<file path="config.mk">
export PLATFORM = sky130hd
export DESIGN_NAME = cla_accumulator
export DESIGN_NICKNAME = d
export VERILOG_FILES = /design/src/rtl/cla_accumulator_pkg.sv /design/src/rtl/cla_accumulator_cla.sv /design/src/rtl/cla_accumulator.sv
export SDC_FILE = /design/constraint.sdc
export NUM_CORES = 1
export LEC_CHECK = 0
export BUFFER_PORTS_ARGS = -buffer_cell sky130_fd_sc_hd__buf_2
export CAP_MARGIN = 15
export CORE_UTILIZATION = 45
export CTS_CLUSTER_DIAMETER = 50
export DETAILED_ROUTE_END_ITERATION = 10
export PLACE_DENSITY = 0.66
export SETUP_SLACK_MARGIN = 0.15
export SYNTH_ARGS = -nofsm -noshare
export SYNTH_HDL_FRONTEND = slang
export SYNTH_SLANG_ARGS = --single-unit
</file>
<file path="constraint.sdc">
create_clock -name clk -period 4.5 [get_ports clk]
set_input_delay 0.225 -clock clk [delete_from_list [all_inputs] [get_ports clk]]
set_output_delay 0.225 -clock clk [all_outputs]
set_load 0.05 [all_outputs]
</file>
<file path="src/rtl/cla_accumulator_pkg.sv">
// Shared definitions for the CLA accumulator: FSM encoding and default widths.
// The CLA bench uses the same width constants.
package cla_accumulator_pkg;

   localparam int CLA_WIDTH   = 16;
   localparam int CLA_COUNT_W = 8;

   typedef enum logic [1:0] {
      IDLE  = 2'd0,
      ACCUM = 2'd1,
      DONE  = 2'd2
   } state_t;

endpackage

</file>
<file path="src/rtl/cla_accumulator_cla.sv">
// Team carry-lookahead adder (Z, C1, A, B, C): 4-bit lookahead groups chained by group
// generate/propagate terms. WIDTH must be a multiple of 4.
module cla_accumulator_cla
   import cla_accumulator_pkg::*;
#(
   parameter int WIDTH = CLA_WIDTH
) (
   input  logic [WIDTH-1:0] A,
   input  logic [WIDTH-1:0] B,
   input  logic             C,
   output logic [WIDTH-1:0] Z,
   output logic             C1
);

   localparam int GROUPS = WIDTH / 4;

   logic [WIDTH-1:0]  g;
   logic [WIDTH-1:0]  p;
   logic [WIDTH-1:0]  c;
   logic [GROUPS-1:0] gg;
   logic [GROUPS-1:0] gp;
   logic [GROUPS:0]   gc;

   assign g = A & B;
   assign p = A ^ B;

   // Group carries come from group G/P only; bit carries inside a group use only the group carry-in.
   always_comb begin
      gg    = '0;
      gp    = '0;
      gc    = '0;
      c     = '0;
      gc[0] = C;
      for (int k = 0; k < GROUPS; k++) begin
         gg[k] = g[4*k+3]
               | (p[4*k+3] & g[4*k+2])
               | (p[4*k+3] & p[4*k+2] & g[4*k+1])
               | (p[4*k+3] & p[4*k+2] & p[4*k+1] & g[4*k]);
         gp[k] = p[4*k+3] & p[4*k+2] & p[4*k+1] & p[4*k];
         gc[k+1] = gg[k] | (gp[k] & gc[k]);
         c[4*k]   = gc[k];
         c[4*k+1] = g[4*k] | (p[4*k] & gc[k]);
         c[4*k+2] = g[4*k+1] | (p[4*k+1] & g[4*k]) | (p[4*k+1] & p[4*k] & gc[k]);
         c[4*k+3] = g[4*k+2] | (p[4*k+2] & g[4*k+1]) | (p[4*k+2] & p[4*k+1] & g[4*k])
                  | (p[4*k+2] & p[4*k+1] & p[4*k] & gc[k]);
      end
   end

   assign Z  = p ^ c;
   assign C1 = gc[GROUPS];

endmodule

</file>
<file path="src/rtl/cla_accumulator.sv">
// Burst accumulator: sums a length-tagged burst one operand per cycle through a single CLA
// and presents the registered sum plus carry statistics over a valid/ready output.
module cla_accumulator
   import cla_accumulator_pkg::*;
#(
   parameter int WIDTH   = CLA_WIDTH,
   parameter int COUNT_W = CLA_COUNT_W
) (
   input  logic               clk,
   input  logic               rst,
   input  logic               start,
   input  logic [COUNT_W-1:0] count,
   input  logic               in_valid,
   output logic               in_ready,
   input  logic [WIDTH-1:0]   in_data,
   output logic               out_valid,
   input  logic               out_ready,
   output logic [WIDTH-1:0]   out_sum,
   output logic               out_carry,
   output logic [COUNT_W-1:0] carry_cnt
);

   state_t             state;
   state_t             next_state;
   logic [WIDTH-1:0]   acc;
   logic [WIDTH-1:0]   cla_sum;
   logic               cla_carry;
   logic [COUNT_W-1:0] remaining;
   logic               carry_sticky;
   logic [COUNT_W-1:0] carry_total;

   cla_accumulator_cla #(.WIDTH(WIDTH)) u_cla (
      .A  (acc),
      .B  (in_data),
      .C  (1'b0),
      .Z  (cla_sum),
      .C1 (cla_carry)
   );

   always_ff @(posedge clk or posedge rst) begin
      if (rst) state <= IDLE;
      else     state <= next_state;
   end

   always_comb begin
      next_state = state;
      in_ready   = 1'b0;
      out_valid  = 1'b0;
      case (state)
         IDLE: begin
            if (start) next_state = (count == '0) ? DONE : ACCUM;
         end
         ACCUM: begin
            in_ready = 1'b1;
            if (in_valid && remaining == COUNT_W'(1)) next_state = DONE;
         end
         DONE: begin
            out_valid = 1'b1;
            if (out_ready) next_state = IDLE;
         end
         default: next_state = IDLE;
      endcase
   end

   // Accumulator and carry statistics only change on start in IDLE or an accepted beat in ACCUM.
   always_ff @(posedge clk or posedge rst) begin
      if (rst) begin
         acc          <= '0;
         remaining    <= '0;
         carry_sticky <= 1'b0;
         carry_total  <= '0;
      end else begin
         case (state)
            IDLE: begin
               if (start) begin
                  acc          <= '0;
                  remaining    <= count;
                  carry_sticky <= 1'b0;
                  carry_total  <= '0;
               end
            end
            ACCUM: begin
               if (in_valid) begin
                  acc          <= cla_sum;
                  remaining    <= remaining - COUNT_W'(1);
                  carry_sticky <= carry_sticky | cla_carry;
                  if (cla_carry && carry_total != '1) carry_total <= carry_total + COUNT_W'(1);
               end
            end
            default: ;
         endcase
      end
   end

   assign out_sum   = acc;
   assign out_carry = carry_sticky;
   assign carry_cnt = carry_total;

endmodule

</file>
==> results of run 1 <==
-- final cells by class --
cell class / instances / area [sq um]
multi-input combinational: 195 / 1410
tap: 67 / 83.8
inverter: 8 / 30.0
timing repair buffer: 57 / 290
sequential: 35 / 876
clock inverter: 1 / 5.00
fill: 465 / 2100
clock buffer: 7 / 76.3
-- cells in the mapped netlist (3+ instances only) --
cell type and n:
o21ai_0 17, o31ai_1 6, a22o_1 5, clkbuf_1 5
o21a_1 3, xnor2_1 6, nand2_1 30, nand3_1 11
nor2_1 12, fa_1 4, a21oi_1 12, inv_1 7
o211ai_1 4, nor3_1 7, nand4_1 3, nor3b_1 3
a21o_1 6, nor4_1 3, or2_2 3, dfrtp_1 35
ha_1 19
-- worst max path at each step --
stage               start           end  slack [ns]
5_1_grt          state[1]  carry_cnt[7]        1.75
3_5_place_dp     state[1]  carry_cnt[7]        1.98
3_3_place_gp   out_sum[1]   out_sum[13]        2.00
6_report         state[1]  carry_cnt[7]        1.95
2_1_floorplan  out_sum[1]   out_sum[13]        1.82
4_1_cts        out_sum[1]   out_sum[13]        1.96
-- per-stage QoR --
step                      total power [uW]  utilization [%]
after floorplan                       1680                -
after global placement                1970             55.2
after detailed placement              1990             55.2
after CTS                             2210             56.9
after global routing                  2390             56.9
final                                 2200             56.9
-- per-layer routing --
metal	part of all wire (%)	up-vias	track usage, %
li1	-	1032	-
met1	50	976	31.3
met2	44	56	32.5
met3	5.4	4	4.61
met4	0.48	0	4.06
met5	0	-	0
-- cell usage in the layout (no fill, tap or decap), drive strengths merged, types with 6 or more instances in the layout --
| cell type | Yosys | routed |
|---|---|---|
| xnor2 | 6 | 6 |
| nand2 | 30 | 30 |
| o31ai | 7 | 7 |
| clkbuf | 5 | 7 |
| buf | 1 | 57 |
| nand3 | 12 | 12 |
| nor2 | 12 | 12 |
| nor3 | 7 | 7 |
| o21ai | 18 | 18 |
| dfrtp | 35 | 35 |
| a21o | 6 | 6 |
| a21oi | 13 | 13 |
| ha | 19 | 19 |
| inv | 8 | 8 |
-- kinds of logic (layout without fill, tap and decap cells) --
logic type                 Yosys count  count (layout)  share of synthesized area (%)
muxes                                2               2                          0.908
AOI/OAI and AO/OA                   75              75                           24.0
buffers and inverters               14              73                           2.30
adders and majority gates           23              23                           13.6
xor gates and xnor gates             8               8                           2.99
and+or+nand+nor                     87              87                           18.9
DFF                                 35              35                           37.4
-- critical path: cells and delay by family (launching register included) --
family          cells  cell delay [ns]
simple gates        3             1.05
compound gates      3             0.72
flops               1             0.41
buf+inv             1             0.25
-- sequential cells by signal, indices dropped and copies added (netlist names) --
signal and count:
out_carry 1, carry_cnt 8, out_sum 16, remaining 8
state 2
-- power by group through the flow --
stage / clock, uW / combinational (uW) / sequential, uW
after floorplan: 0 / 754 / 929
after global placement: 0 / 1380 / 596
after detailed placement: 0 / 1390 / 599
after CTS: 224 / 1390 / 596
after global routing: 241 / 1530 / 620
final: 217 / 1380 / 598
==> results.md, run 1 <==
- Worst R2R Start: state[1]
- DRT Wirelength: 5.44 mm
- Clock root cell: clkbuf_8
- Synth Area per Inst: 9.60 sq um
- Worst path slowest cell: dfrtp_1
- Post-Synthesis Cells: 244
- Share of layout cells above drive strength 1: 25.4%
- Port Buf Inserts: 55
- Design area: 2780 sq um
- Synthesized Nets: 296
- Area grow syn2layout: 18.4%
- Htree depth: 2
- Vert. Die Dim: 74.2 um
- Reg2reg setup slack: 1.95 ns
- Yosys warnings: 0
- Area share of the largest cell type after synthesis: 37.4%
- Worst R2R Path Depth: 7
- Initial Utilization: 48.0%
- Part of the power in the clock network: 9.9%
- Max-cap violations: 0
- Vias in the first global route: 1848
- Die area: 5500 sq um
- Hold-fix buffers at CTS: 0
- Placed cell area: 2690 sq um
- Router iterations before antenna repair: 4
- WL/cell: 14.7 um
- CP peak stage delay: 0.41 ns
- Worst skew pair latency: 0.28 ns
- Rel. slew slack: 65.5%
- Max-slew violation count: 0
- Internal: 1040 uW
- CTS tree: built
- Crit start category: flop
- Final #Nets: 354
- Post-Syn Area: 2340 sq um
- Count of cell types in the netlist: 56
- Postcts setup bufs: 0
- Req. time, crit path: 4.67 ns
- Max Fclk: 392 MHz
- Async S/R FF share, synth: 100%
- Clk sinks: 35
- Pre-CTS setup slack: 1.98 ns
- RSZ-0062 raised after global routing: false
- DR iter-0 viols: 144
- Vias per cell: 5.59
- Critical path endpoint category: flop
- Drt drc: 0
- PwrDens: 792 nW/um^2
- Largest net degree at the start of global routing: 36
- Setup TNS: 0 ns
- Net Sw Frac: 52.8%
- Total global-route track usage: 21.3%
- Seq cells post-synth: 35
- Total core area: 4880 sq um
- Hold WC Path Type: in -> async
- Die width: 74.2 um
- Synth area leader: dfrtp_1
- P_sw: 1160 uW
- Site row count: 25
- Reg clk slew, reported paths: 0.07 ns
- Seq pwr share: 27.2%
- Initial antenna violation count: 0
- Chain of cells forming the critical path: nand2b_1, inv_2, nand2_1, nand2_1, o211ai_1, a32o_2, a211o_1
- CP most frequent cell: nand2_1
- Status: finished, final reports clean
- Number of synthesized flops with an enable pin: 0
- Final hold slack: 0.0376 ns
- Max VDD drop: 344 uV
- Gpl congestion: 0.814
- Final period utilization: 56.7%
- Sequential fraction of the synthesis area: 37.4%
- Final ANT Viol Nets: 0
- Crit Path Max Fanout: 14
- Routed via count: 2068
- Post-CTS sizing: 0
- Synth area leaders: dfrtp_1 37%, ha_1 10%, nand2_1 4.8%, o21ai_0 3.6%, fa_1 3.4%
- Clock Tree Buf Depth: 2
- Final setup viols: 0
- Skew final: 0.00236 ns
- Hold Violations, Final: 0
- Crit path time final: 2.55 ns
- Overflow after GRT: 0
- P_leak: 0.00127 uW
- First-pass GRT wire length: 8.91 mm
- Antenna diode instance count: 0
- RR Endpoint: carry_cnt[7]
- Setup WS post-layout: 1.95 ns
- CTS buffer count: 5
- Placed cell count: 362
- Post-DP HPWL: 4.05 mm
- Synth Flop Type: dfrtp_1
- Non-filler cells, final: 370
- Io pins: 56
- Worst-margin pin slew: 0.518 ns
- Combinational power share: 63.0%
- WP data arrival: 2.72 ns
- Critical path class: reg -> reg
Note: power is estimated with default switching activity, not from simulation.
==> run 2, diff against run 1 <==
Settings changed: PLACE_DENSITY 0.66 to 0.69.
Clock period 4.5 ns to 2.3 ns, I/O delays scaled along.
==> run 2 against run 1 <==
Effect of this change: clock-buffer cell count did not move; combinational power rose by 140%; die area did not move; via count rose by 7.3%.
==> results.md, run 2 (same netlist as run 1, synthesis figures left out) <==
- Combinational power share: 67.0% (+4.0 points)
- Net Sw Frac: 50.9% (-2.0 points)
- Die area: 5500 sq um (unchanged)
- Area grow syn2layout: 38.2%
- PwrDens: 1550 nW/um^2 (+96%)
- Final setup viols: 0 (unchanged)
- Final period utilization: 99.6% (+43 points)
- Crit path time final: 2.29 ns (-0.259 ns)
- RSZ-0062 raised after global routing: true
- Placed cell count: 369 (+1.9%)
- CTS buffer count: 5 (unchanged)
- Number of flip-flops in the largest register: 16 (unchanged)
- Reg2reg setup slack: 0.009 ns (-1.94 ns)
- Status: finished, final reports clean
- Critical path class: reg -> reg
- DR iter-0 viols: 138 (-4.2%)
- Vias in the first global route: 2103 (+14%)
- Seq pwr share: 24.2% (-3.0 points)
- Max VDD drop: 720 uV (+110%)
- Hold path cells: 3
- Part of the power in the clock network: 8.8% (-1.1 points)
- Crit start category: flop
- Hold WC Path Type: in -> reg
- Post-DP HPWL: 4.07 mm (+0.63%)
- WP data arrival: 2.47 ns (-0.25 ns)
- Setup WS post-layout: 0.00872 ns (-1.94 ns)
- Pre-CTS setup slack: -0.0102 ns (-1.99 ns)
- Worst R2R Path Depth: 7 (unchanged)
- Total core area: 4880 sq um (unchanged)
- CP Launch Point: out_sum[7]
- First-pass GRT wire length: 9.65 mm (+8.3%)
- Clk sinks: 35 (unchanged)
- Max-cap violations: 0 (unchanged)
- Antenna diode instance count: 0 (unchanged)
- Most common cell after layout, fill and taps aside: buf_2
- Router iterations before antenna repair: 4 (unchanged)
- WL/cell: 15.5 um (+5.6%)
- Max-slew violation count: 0 (unchanged)
- Final #Nets: 378 (+6.8%)
- Routed via count: 2218 (+7.3%)
- Gpl congestion: 0.815 (+0.16%)
- Htree depth: 2 (unchanged)
- Vert. Die Dim: 74.2 um (unchanged)
- RR Endpoint: carry_cnt[7]
- Rel. slew slack: 59.4% (-6.1 points)
- DRT Wirelength: 6.12 mm (+12%)
- Worst Hold Launch: count[2]
- Port Buf Inserts: 55 (unchanged)
- Final ANT Viol Nets: 0 (unchanged)
- Req. time, crit path: 2.47 ns (-2.20 ns)
- Non-filler cells, final: 394 (+6.5%)
- Most frequent cells in the layout: 55 x buf_2, 29 x nand2_1, 23 x dfrtp_1, 23 x buf_4, 15 x o21ai_0
- Design area: 3240 sq um (+17%)
- Worst skew pair latency: 0.29 ns (about the same)
- Placed cell area: 2790 sq um (+3.5%)
- Vias per cell: 5.63 (+0.72%)
- Die width: 74.2 um (unchanged)
- Worst path slowest cell: dfrtp_2
- Clock root cell: clkbuf_8
- Share of layout cells above drive strength 1: 43.7% (+18 points)
- Max Fclk: 436 MHz (+11%)
- Worst hold path endpoint: remaining[2]
- Io pins: 56 (unchanged)
- Reg clk slew, reported paths: 0.08 ns (about the same)
- Crit Path Max Fanout: 7 (-7)
- Initial Utilization: 48.0% (unchanged)
- Hold Violations, Final: 0 (unchanged)
- Worst R2R Start: out_sum[7]
- Total global-route track usage: 23.3% (+2.0 points)
- Largest net degree at the start of global routing: 36 (unchanged)
- Site row count: 25 (unchanged)
- CTS tree: built
- P_leak: 0.00139 uW (+9.2%)
- Drt drc: 0 (unchanged)
- Worst-margin pin slew: 0.608 ns (+0.0902 ns)
- Chain of cells forming the critical path: ha_4, nand4_1, o32ai_4, buf_4, nand3_2, a32o_2, a211o_1
- Clock Tree Buf Depth: 2 (unchanged)
- P_sw: 2550 uW (+120%)
- Skew final: 0.0121 ns (+0.00974 ns)
- Setup TNS: 0 ns (unchanged)
- Initial antenna violation count: 0 (unchanged)
- Critical path endpoint category: flop
- CP peak stage delay: 0.44 ns (+0.03 ns)
- Internal: 2470 uW (+140%)
- Overflow after GRT: 0 (unchanged)
[run 2: changes by cell type in the layout (fill, tap and decap cells not counted), moves of 3 or more]
| cell | previous run | this run |
|---|---|---|
| a21oi_1 | 12 | 8 |
| nor3_2 | 0 | 3 |
| nor3_1 | 7 | 4 |
| o31ai_1 | 6 | 3 |
| ha_4 | 0 | 10 |
| dfrtp_2 | 0 | 12 |
| buf_4 | 2 | 23 |
| dfrtp_1 | 35 | 23 |
| ha_1 | 19 | 9 |
[run 2: per-stage QoR]
step	utilization, %	total power (uW)	hold WS, ns
finish	66.4	5020	0.0585
global route	66.4	5400	0.0790
CTS	61.6	4630	0.0533
detailed placement	57.2	4010	0.250
global placement	57.2	3970	0.245
floorplan	-	3340	0.238
[run 2: power groups by stage]
stage / Combinational [uW] / Clock, uW / Sequential, uW
2_1_floorplan: 1500 / 0 / 1850
3_3_place_gp: 2770 / 0 / 1190
3_5_place_dp: 2810 / 0 / 1200
4_1_cts: 2980 / 452 / 1190
5_1_grt: 3660 / 481 / 1260
6_report: 3370 / 440 / 1220
[run 2: timing repair]
action / 4_1_cts / 5_1_grt
endpoints found under the setup margin: 11 / 23
buffers inserted: 7 / 9
hold endpoints to repair: 35 / 0
pin swaps: 12 / 23
gates resized for setup: 12 / 27
hold buffers: 1 / 0
[run 2: routing by layer]
| metal | track usage [%] | share of wire (%) | vias to the layer above |
|---|---|---|---|
| met5 | 0 | 0 | - |
| met4 | 7.26 | 0.67 | 0 |
| met3 | 5.15 | 5.4 | 4 |
| met2 | 38.1 | 49 | 66 |
| met1 | 30.8 | 44 | 1072 |
| li1 | - | - | 1076 |
[run 2: layout make-up]
class / count / area [sq um]
fill: 408 / 1640
clock buffer: 7 / 76.3
inverter: 8 / 30.0
sequential: 35 / 891
timing repair buffer: 81 / 480
tap: 67 / 83.8
clock inverter: 1 / 5.00
multi-input combinational: 195 / 1670
[run 2: how the worst max path moves through the flow]
stage / to / slack, ns / cells past startpoint
global placement: out_sum[12] / 0.06 / 8
floorplan: out_sum[12] / -0.07 / 8
CTS: out_sum[12] / 0.02 / 8
finish: carry_cnt[7] / 0.009 / 7
global route: out_sum[12] / -0.07 / 7
detailed placement: out_sum[12] / -0.01 / 8
[run 2: worst max-delay path: cells and delay by family (launching register included)]
kind	cells	cell delay [ns]
AOI/OAI and AO/OA	3	0.99
DFF	1	0.44
adders and majority gates	1	0.30
and+or+nand+nor	2	0.28
buffers and inverters	1	0.16
